[config.mk]
export PLATFORM = sky130hd
export DESIGN_NAME = io_port_hub
export DESIGN_NICKNAME = d
export VERILOG_FILES = /design/src/rtl/io_port_hub_pkg.sv /design/src/rtl/io_port_hub_hold_slot.sv /design/src/rtl/io_port_hub.sv
export SDC_FILE = /design/constraint.sdc
export NUM_CORES = 1
export LEC_CHECK = 0
export BUFFER_PORTS_ARGS = -buffer_cell sky130_fd_sc_hd__buf_2
export CAP_MARGIN = 5
export CORE_UTILIZATION = 55
export CTS_BUF_LIST = sky130_fd_sc_hd__clkbuf_8 sky130_fd_sc_hd__clkbuf_16
export DETAILED_ROUTE_END_ITERATION = 7
export GPL_ROUTABILITY_DRIVEN = 0
export HOLD_SLACK_MARGIN = 0.1
export PLACE_DENSITY = 0.84
export SYNTH_ARGS = -nofsm -noshare
export SYNTH_HDL_FRONTEND = slang
export SYNTH_SLANG_ARGS = --single-unit
[constraint.sdc]
create_clock -name clk -period 3.6 [get_ports clk]
set_clock_uncertainty 0.15 [all_clocks]
set_input_delay 0.18 -clock clk [delete_from_list [all_inputs] [get_ports clk]]
set_output_delay 0.18 -clock clk [all_outputs]
set_load 0.02 [all_outputs]
[src/rtl/io_port_hub_pkg.sv]
// Shared definitions for the I/O port hub: FSM state codes used by the
// input (IDLE/WAIT/DONE) and output (IDLE/SEND/DONE) controllers.
package io_port_hub_pkg;

   typedef logic [1:0] io_state_t;

   localparam io_state_t IO_IDLE = 2'd0;
   localparam io_state_t IO_WAIT = 2'd1;   // input FSM: waiting for device data
   localparam io_state_t IO_SEND = 2'd1;   // output FSM: word offered to device
   localparam io_state_t IO_DONE = 2'd2;

endpackage

[src/rtl/io_port_hub_hold_slot.sv]
// One-entry input hold slot for a single device channel. Keeps a word that
// arrives before the processor asks for it and flags words lost by overwrite.
module io_hold_slot #(
   parameter int DATA_W = 32
) (
   input  logic              clk,
   input  logic              reset,
   input  logic              enter_in,
   input  logic [DATA_W-1:0] din,
   input  logic              consume,
   output logic [DATA_W-1:0] dout,
   output logic              pending,
   output logic              overrun
);

   logic [DATA_W-1:0] r_hold;
   logic              r_pending;
   logic              r_overrun;

   // Capture device words; a read empties the slot and clears its overrun history
   always_ff @(posedge clk) begin
      if (reset) begin
         r_hold    <= '0;
         r_pending <= 1'b0;
         r_overrun <= 1'b0;
      end else if (enter_in) begin
         r_hold    <= din;
         r_pending <= 1'b1;
         if (consume) begin
            r_overrun <= 1'b0;
         end else if (r_pending) begin
            r_overrun <= 1'b1;
         end else begin
            r_overrun <= r_overrun;
         end
      end else if (consume) begin
         r_pending <= 1'b0;
         r_overrun <= 1'b0;
      end else begin
         r_hold    <= r_hold;
         r_pending <= r_pending;
         r_overrun <= r_overrun;
      end
   end

   assign dout    = r_hold;
   assign pending = r_pending;
   assign overrun = r_overrun;

endmodule

[src/rtl/io_port_hub.sv]
// I/O controller between the processor datapath and NUM_DEV devices:
// device decode, input FSM with per-device hold slots, output FSM with
// per-device output registers, and a sticky out-of-range flag.
module io_port_hub
   import io_port_hub_pkg::*;
#(
   parameter int NUM_DEV = 4,
   parameter int DATA_W  = 32,
   parameter int ADDR_W  = 10
) (
   input  logic                      clk,
   input  logic                      reset,
   input  logic [ADDR_W-1:0]         adress,
   input  logic [DATA_W-1:0]         p_data,
   input  logic                      in_req,
   input  logic                      new_out,
   output logic [DATA_W-1:0]         e_data,
   output logic                      in_ready,
   output logic                      out_ready,
   input  logic [NUM_DEV*DATA_W-1:0] dev_in,
   input  logic [NUM_DEV-1:0]        enter_in,
   output logic [NUM_DEV*DATA_W-1:0] dev_out,
   output logic [NUM_DEV-1:0]        enter_out,
   input  logic [NUM_DEV-1:0]        done_out,
   output logic [NUM_DEV-1:0]        pending,
   output logic [NUM_DEV-1:0]        overrun,
   output logic                      addr_err,
   output logic [1:0]                input_state,
   output logic [1:0]                output_state
);

   localparam int IDX_W = (NUM_DEV > 1) ? $clog2(NUM_DEV) : 1;

   function automatic logic [NUM_DEV-1:0] f_onehot(input logic [IDX_W-1:0] idx);
      logic [NUM_DEV-1:0] v;
      v      = '0;
      v[idx] = 1'b1;
      return v;
   endfunction

   // Device decode from the live address (used only while an FSM is idle)
   logic [IDX_W-1:0] w_dev;
   logic             w_in_range;
   assign w_dev      = (NUM_DEV > 1) ? adress[IDX_W-1:0] : '0;
   assign w_in_range = (32'(adress) < 32'(NUM_DEV));

   // Hold slots: a bypassed strobe goes straight to e_data and never lands in the slot
   logic [DATA_W-1:0]  w_slot_dout [NUM_DEV];
   logic [NUM_DEV-1:0] w_consume;
   logic [NUM_DEV-1:0] w_bypass;
   logic [NUM_DEV-1:0] w_slot_enter;
   assign w_slot_enter = enter_in & ~w_bypass;

   for (genvar g = 0; g < NUM_DEV; g++) begin : g_slot
      io_hold_slot #(.DATA_W(DATA_W)) u_slot (
         .clk      (clk),
         .reset    (reset),
         .enter_in (w_slot_enter[g]),
         .din      (dev_in[g*DATA_W +: DATA_W]),
         .consume  (w_consume[g]),
         .dout     (w_slot_dout[g]),
         .pending  (pending[g]),
         .overrun  (overrun[g])
      );
   end

   io_state_t         r_in_state, w_in_next;
   io_state_t         r_out_state, w_out_next;
   logic [IDX_W-1:0]  r_in_dev, r_out_dev;
   logic [DATA_W-1:0] r_e_data, w_in_data;
   logic              w_in_load, w_in_err, w_out_start, w_out_err;
   logic              r_addr_err;
   logic [NUM_DEV*DATA_W-1:0] r_dev_out;
   logic [NUM_DEV-1:0]        r_enter_out;

   // State registers for both FSMs
   always_ff @(posedge clk) begin
      if (reset) begin
         r_in_state  <= IO_IDLE;
         r_out_state <= IO_IDLE;
      end else begin
         r_in_state  <= w_in_next;
         r_out_state <= w_out_next;
      end
   end

   // Input FSM next state: slot hit, same-cycle bypass, or wait for the device
   always_comb begin
      w_in_next = r_in_state;
      w_in_load = 1'b0;
      w_in_data = '0;
      w_in_err  = 1'b0;
      w_consume = '0;
      w_bypass  = '0;
      case (r_in_state)
         IO_IDLE: begin
            if (!in_req) begin
               w_in_next = IO_IDLE;
            end else if (!w_in_range) begin
               w_in_next = IO_DONE;
               w_in_load = 1'b1;
               w_in_err  = 1'b1;
            end else if (pending[w_dev]) begin
               w_in_next          = IO_DONE;
               w_in_load          = 1'b1;
               w_in_data          = w_slot_dout[w_dev];
               w_consume[w_dev]   = 1'b1;
            end else if (enter_in[w_dev]) begin
               w_in_next          = IO_DONE;
               w_in_load          = 1'b1;
               w_in_data          = dev_in[w_dev*DATA_W +: DATA_W];
               w_bypass[w_dev]    = 1'b1;
            end else begin
               w_in_next = IO_WAIT;
            end
         end
         IO_WAIT: begin
            if (enter_in[r_in_dev]) begin
               w_in_next          = IO_DONE;
               w_in_load          = 1'b1;
               w_in_data          = dev_in[r_in_dev*DATA_W +: DATA_W];
               w_bypass[r_in_dev] = 1'b1;
            end else begin
               w_in_next = IO_WAIT;
            end
         end
         IO_DONE: begin
            if (!in_req) begin
               w_in_next = IO_IDLE;
            end else begin
               w_in_next = IO_DONE;
            end
         end
         default: w_in_next = IO_IDLE;
      endcase
   end

   // Output FSM next state: offer the word, wait for the device to accept it
   always_comb begin
      w_out_next  = r_out_state;
      w_out_start = 1'b0;
      w_out_err   = 1'b0;
      case (r_out_state)
         IO_IDLE: begin
            if (!new_out) begin
               w_out_next = IO_IDLE;
            end else if (w_in_range) begin
               w_out_next  = IO_SEND;
               w_out_start = 1'b1;
            end else begin
               w_out_next = IO_DONE;
               w_out_err  = 1'b1;
            end
         end
         IO_SEND: begin
            if (done_out[r_out_dev]) begin
               w_out_next = IO_DONE;
            end else begin
               w_out_next = IO_SEND;
            end
         end
         IO_DONE: begin
            if (!new_out) begin
               w_out_next = IO_IDLE;
            end else begin
               w_out_next = IO_DONE;
            end
         end
         default: w_out_next = IO_IDLE;
      endcase
   end

   // Datapath registers: device latch on leaving idle, returned word, output words, error flag
   always_ff @(posedge clk) begin
      if (reset) begin
         r_in_dev    <= '0;
         r_out_dev   <= '0;
         r_e_data    <= '0;
         r_dev_out   <= '0;
         r_enter_out <= '0;
         r_addr_err  <= 1'b0;
      end else begin
         if (r_in_state == IO_IDLE) begin
            r_in_dev <= w_dev;
         end
         if (w_in_load) begin
            r_e_data <= w_in_data;
         end
         if (w_out_start) begin
            r_out_dev                           <= w_dev;
            r_dev_out[w_dev*DATA_W +: DATA_W]   <= p_data;
            r_enter_out                         <= f_onehot(w_dev);
         end else if (w_out_next != IO_SEND) begin
            r_enter_out <= '0;
         end
         r_addr_err <= r_addr_err | w_in_err | w_out_err;
      end
   end

   // Handshake outputs decoded from the FSM states
   always_comb begin
      in_ready  = (r_in_state == IO_DONE);
      out_ready = (r_out_state == IO_DONE);
   end

   assign e_data       = r_e_data;
   assign dev_out      = r_dev_out;
   assign enter_out    = r_enter_out;
   assign addr_err     = r_addr_err;
   assign input_state  = r_in_state;
   assign output_state = r_out_state;

endmodule

==> flow_summary.yaml <==
synthesis:
  synth-compound-area-share_pct: 9.522
  synthTopCellsByArea: "dfxtp_1 40%, mux4_2 14%, mux2i_1 10%"
  synthFlopType: "dfxtp_1"
  synth_edf_count: 0
  seq_area_frac_synth_pct: 39.73
  async_flop_share_pct: 0
  synthMostInstantiatedCell: "dfxtp_1"
  synth_seq_cells: 309
  synth_top_cell_by_area: "dfxtp_1"
  synthCells: 1575
  synthMuxAreaShare_pct: 24.94
  synth.cell_area_sq_um: 15570
  yosys.area_share.simple_pct: 20.29
  synth_common_cells: "309 x dfxtp_1, 256 x nand2b_1, 172 x a21oi_1"
  syn-num-nets: 1765
  synth_top_family_by_area: "multiplexers"
  yosys.cell_types.count: 42
  synth-xor-area-share_pct: 0
  synthAdderAreaFrac_pct: 0.6428
  yosysWarnings: 0
  yosysTopAreaCellShare_pct: 39.73
  postSynthAreaPerCell_sq_um: 9.886
status:
  outcome: "completed"
clock_tree:
  htree_levels: 2
  cts_resized: 0
  cts_buffer_depth: 3
  cts-root-buf: "clkbuf_16"
  cts_tree: "done"
  clk_latency_ns: 0.52
  path_clk_slew_ns: 0.07
  numClockSinks: 309
  cts_buffers: 34
  cts_setup_buffers: 0
critical_path:
  worstPathRequired_ns: 3.82
  cp.buffers_inverters: 2
  cp_slowest_cell: "mux4_2"
  endpoint: "e_data[12]"
  start_kind: "flip-flop"
  r2r_end: "e_data[12]"
  reg2regPathDepth: 6
  r2r-start: "g_slot[1].u_slot.pending"
  crit_arrival_ns: 3.23
  setup.worst_path.class: "reg2reg"
  cp_top_family: "compound AO/OA/AOI/OAI gates"
  worstPathCellList: "mux4_2 > buf_4 > o41ai_4 > buf_4 > nand3_1 > a21oi_1"
  slowest_delay_ns: 0.48
  worst_path_most_repeated_cell: "buf_4"
  crit_start: "g_slot[1].u_slot.pending"
  ff2ff_setup_slack_ns: 0.58
  crit_cells: 6
  critPathMaxFanout: 36
  end_kind: "flip-flop"
global_routing:
  grt_usage_pct: 35.94
  grt_pass1_vias: 15240
  gr-total-overflow: 0
  antenna_found_initial: 4
  grt_start_max_net_pins: 223
  grt_pass1_wl_microns: 81500
run:
  maxCapViolCount: 0
drt:
  dr.pass1.iters: 7
  vias: 14950
  drt_iter0_drc: 1629
  drt-total-wl_microns: 53190
  wire_per_inst_microns: 21.89
  drc: 0
  postRouteAntennaNets: 0
  viasPerCell: 6.152
power_and_ir_drop:
  power.total_mw: 8.230
  ir_worst_vdd_v: 0.0004532
  power.leakage_nw: 8.407
  power_density_nw_per_um2: 403.9
sta:
  rsz0062_at_grt: "false"
  setup-tns-final_ns: 0
  slew_headroom_pct: 34.43
  setup_viol: 0
  fin_crit_sh_pct: 83.85
  finalWorstSetupSlack_ns: 0.5814
  tightest_slew_ns: 0.9836
  post-route-min-period_ns: 3.019
  fmax_ghz: 0.3313
  slew_violations: 0
  hold_viol: 0
die:
  start_util_pct: 56.05
  dieArea_sq_um: 28990
  core_area_sq_um: 27780
  design.portCount: 361
  rows: 61
  die_x_microns: 170.3
  chipHeight_microns: 170.3
placed_design:
  io_buffers: 360
  dp.cells: 2195
  post_dp_cell_area_sq_um: 17550
  dp_hpwl_microns: 30730
  post-place-ws_ns: 0.9039
final_layout:
  area_growth_pct: 30.86
  finalInstanceArea_sq_um: 20380
  final_cell_count_no_fill: 2430
  nNetsFinal: 2216
  layout-drive-gt1-share_pct: 27.78
min_path:
  hold_path.class: "in2reg"
## how the worst min path moves through the flow
stage	startpoint	endpoint	slack, ns	depth (start not counted)
2_1_floorplan	p_data[0]	dev_out[0]	0.18	2
3_3_place_gp	dev_out[55]	dev_out[55]	0.28	2
3_5_place_dp	dev_out[109]	dev_out[109]	0.29	2
4_1_cts	enter_in[2]	g_slot[2].u_slot.overrun	0.12	4
5_1_grt	enter_in[2]	g_slot[2].u_slot.overrun	0.13	4
6_report	done_out[2]	output_state[0]	0.12	5
## cells in the final DEF, fill, tap and decap left out, types with 8 or more instances in the layout
| cell type | count |
|---|---|
| a2bb2oi_1 | 32 |
| clkbuf_16 | 35 |
| dlygate4sd3_1 | 173 |
| nand2b_1 | 256 |
| a21oi_1 | 172 |
| dfxtp_1 | 307 |
| nand3_1 | 160 |
| buf_4 | 36 |
| inv_1 | 14 |
| mux4_2 | 99 |
| nor2_1 | 11 |
| mux2i_1 | 163 |
| buf_2 | 357 |
| ha_1 | 8 |
| nand2_1 | 132 |
## state kept, by name, indices dropped and copies added, names as in the netlist, 4 cells and up
signal and count:
enter_out 4, g_slot.u_slot.pending 4, dev_out 128, g_slot.u_slot.overrun 4, g_slot.u_slot.dout 128, e_data 32
## worst register-to-register path, stage by stage (launching register included)
cell     delay [ns]
dfxtp_1        0.34
mux4_2         0.48
buf_4          0.38
o41ai_4        0.40
buf_4          0.47
nand3_1        0.17
a21oi_1        0.48
## timing repair
item                                   4_1_cts  5_1_grt
setup endpoints to repair                    0        0
endpoints found under the hold margin      293        0
hold buffers                               173        0
## final cells by class
cell class              count  area, sq um
fillers                  1820         7406
repair buffers            572         3904
diodes                      4        10.01
multi-input cells        1100         8681
inverters                   9        33.78
clock buffers              41        958.4
flip-flops and latches    309         6188
clock inverters            17        127.6
well taps                 378        473.0
## routing by layer
metal | vias up | routed length, microns | GRT usage (%)
met3 | 290 | 5178 | 7.651
met5 | - | 0 | 0
met4 | 0 | 3503 | 25.03
li1 | 6501 | - | -
met2 | 1083 | 25560 | 60.03
met1 | 7075 | 18950 | 41.17
## metrics by stage
stage          utilization [%]  hold WS [ns]
2_1_floorplan                -        0.1819
3_3_place_gp             63.16        0.2846
3_5_place_dp             63.16        0.2899
4_1_cts                  73.31        0.1206
5_1_grt                  73.34        0.1301
6_report                 73.34        0.1220
## logic make-up after synthesis
kind of cell	after synthesis
muxes	264
buffers and inverters	166
adders and majority gates	8
AOI/OAI and AO/OA	239
DFF	309
and+or+nand+nor	589
## power by group
part | switching [mW] | leakage (nW) | internal [mW] | total, mW
clock | 1.47 | 0.562 | 1.97 | 3.44
combinational | 0.591 | 5.33 | 0.618 | 1.21
sequential | 0.0662 | 2.52 | 3.52 | 3.59
total | 2.13 | 8.41 | 6.10 | 8.23
No activity file was read; power rests on OpenSTA's default activity.
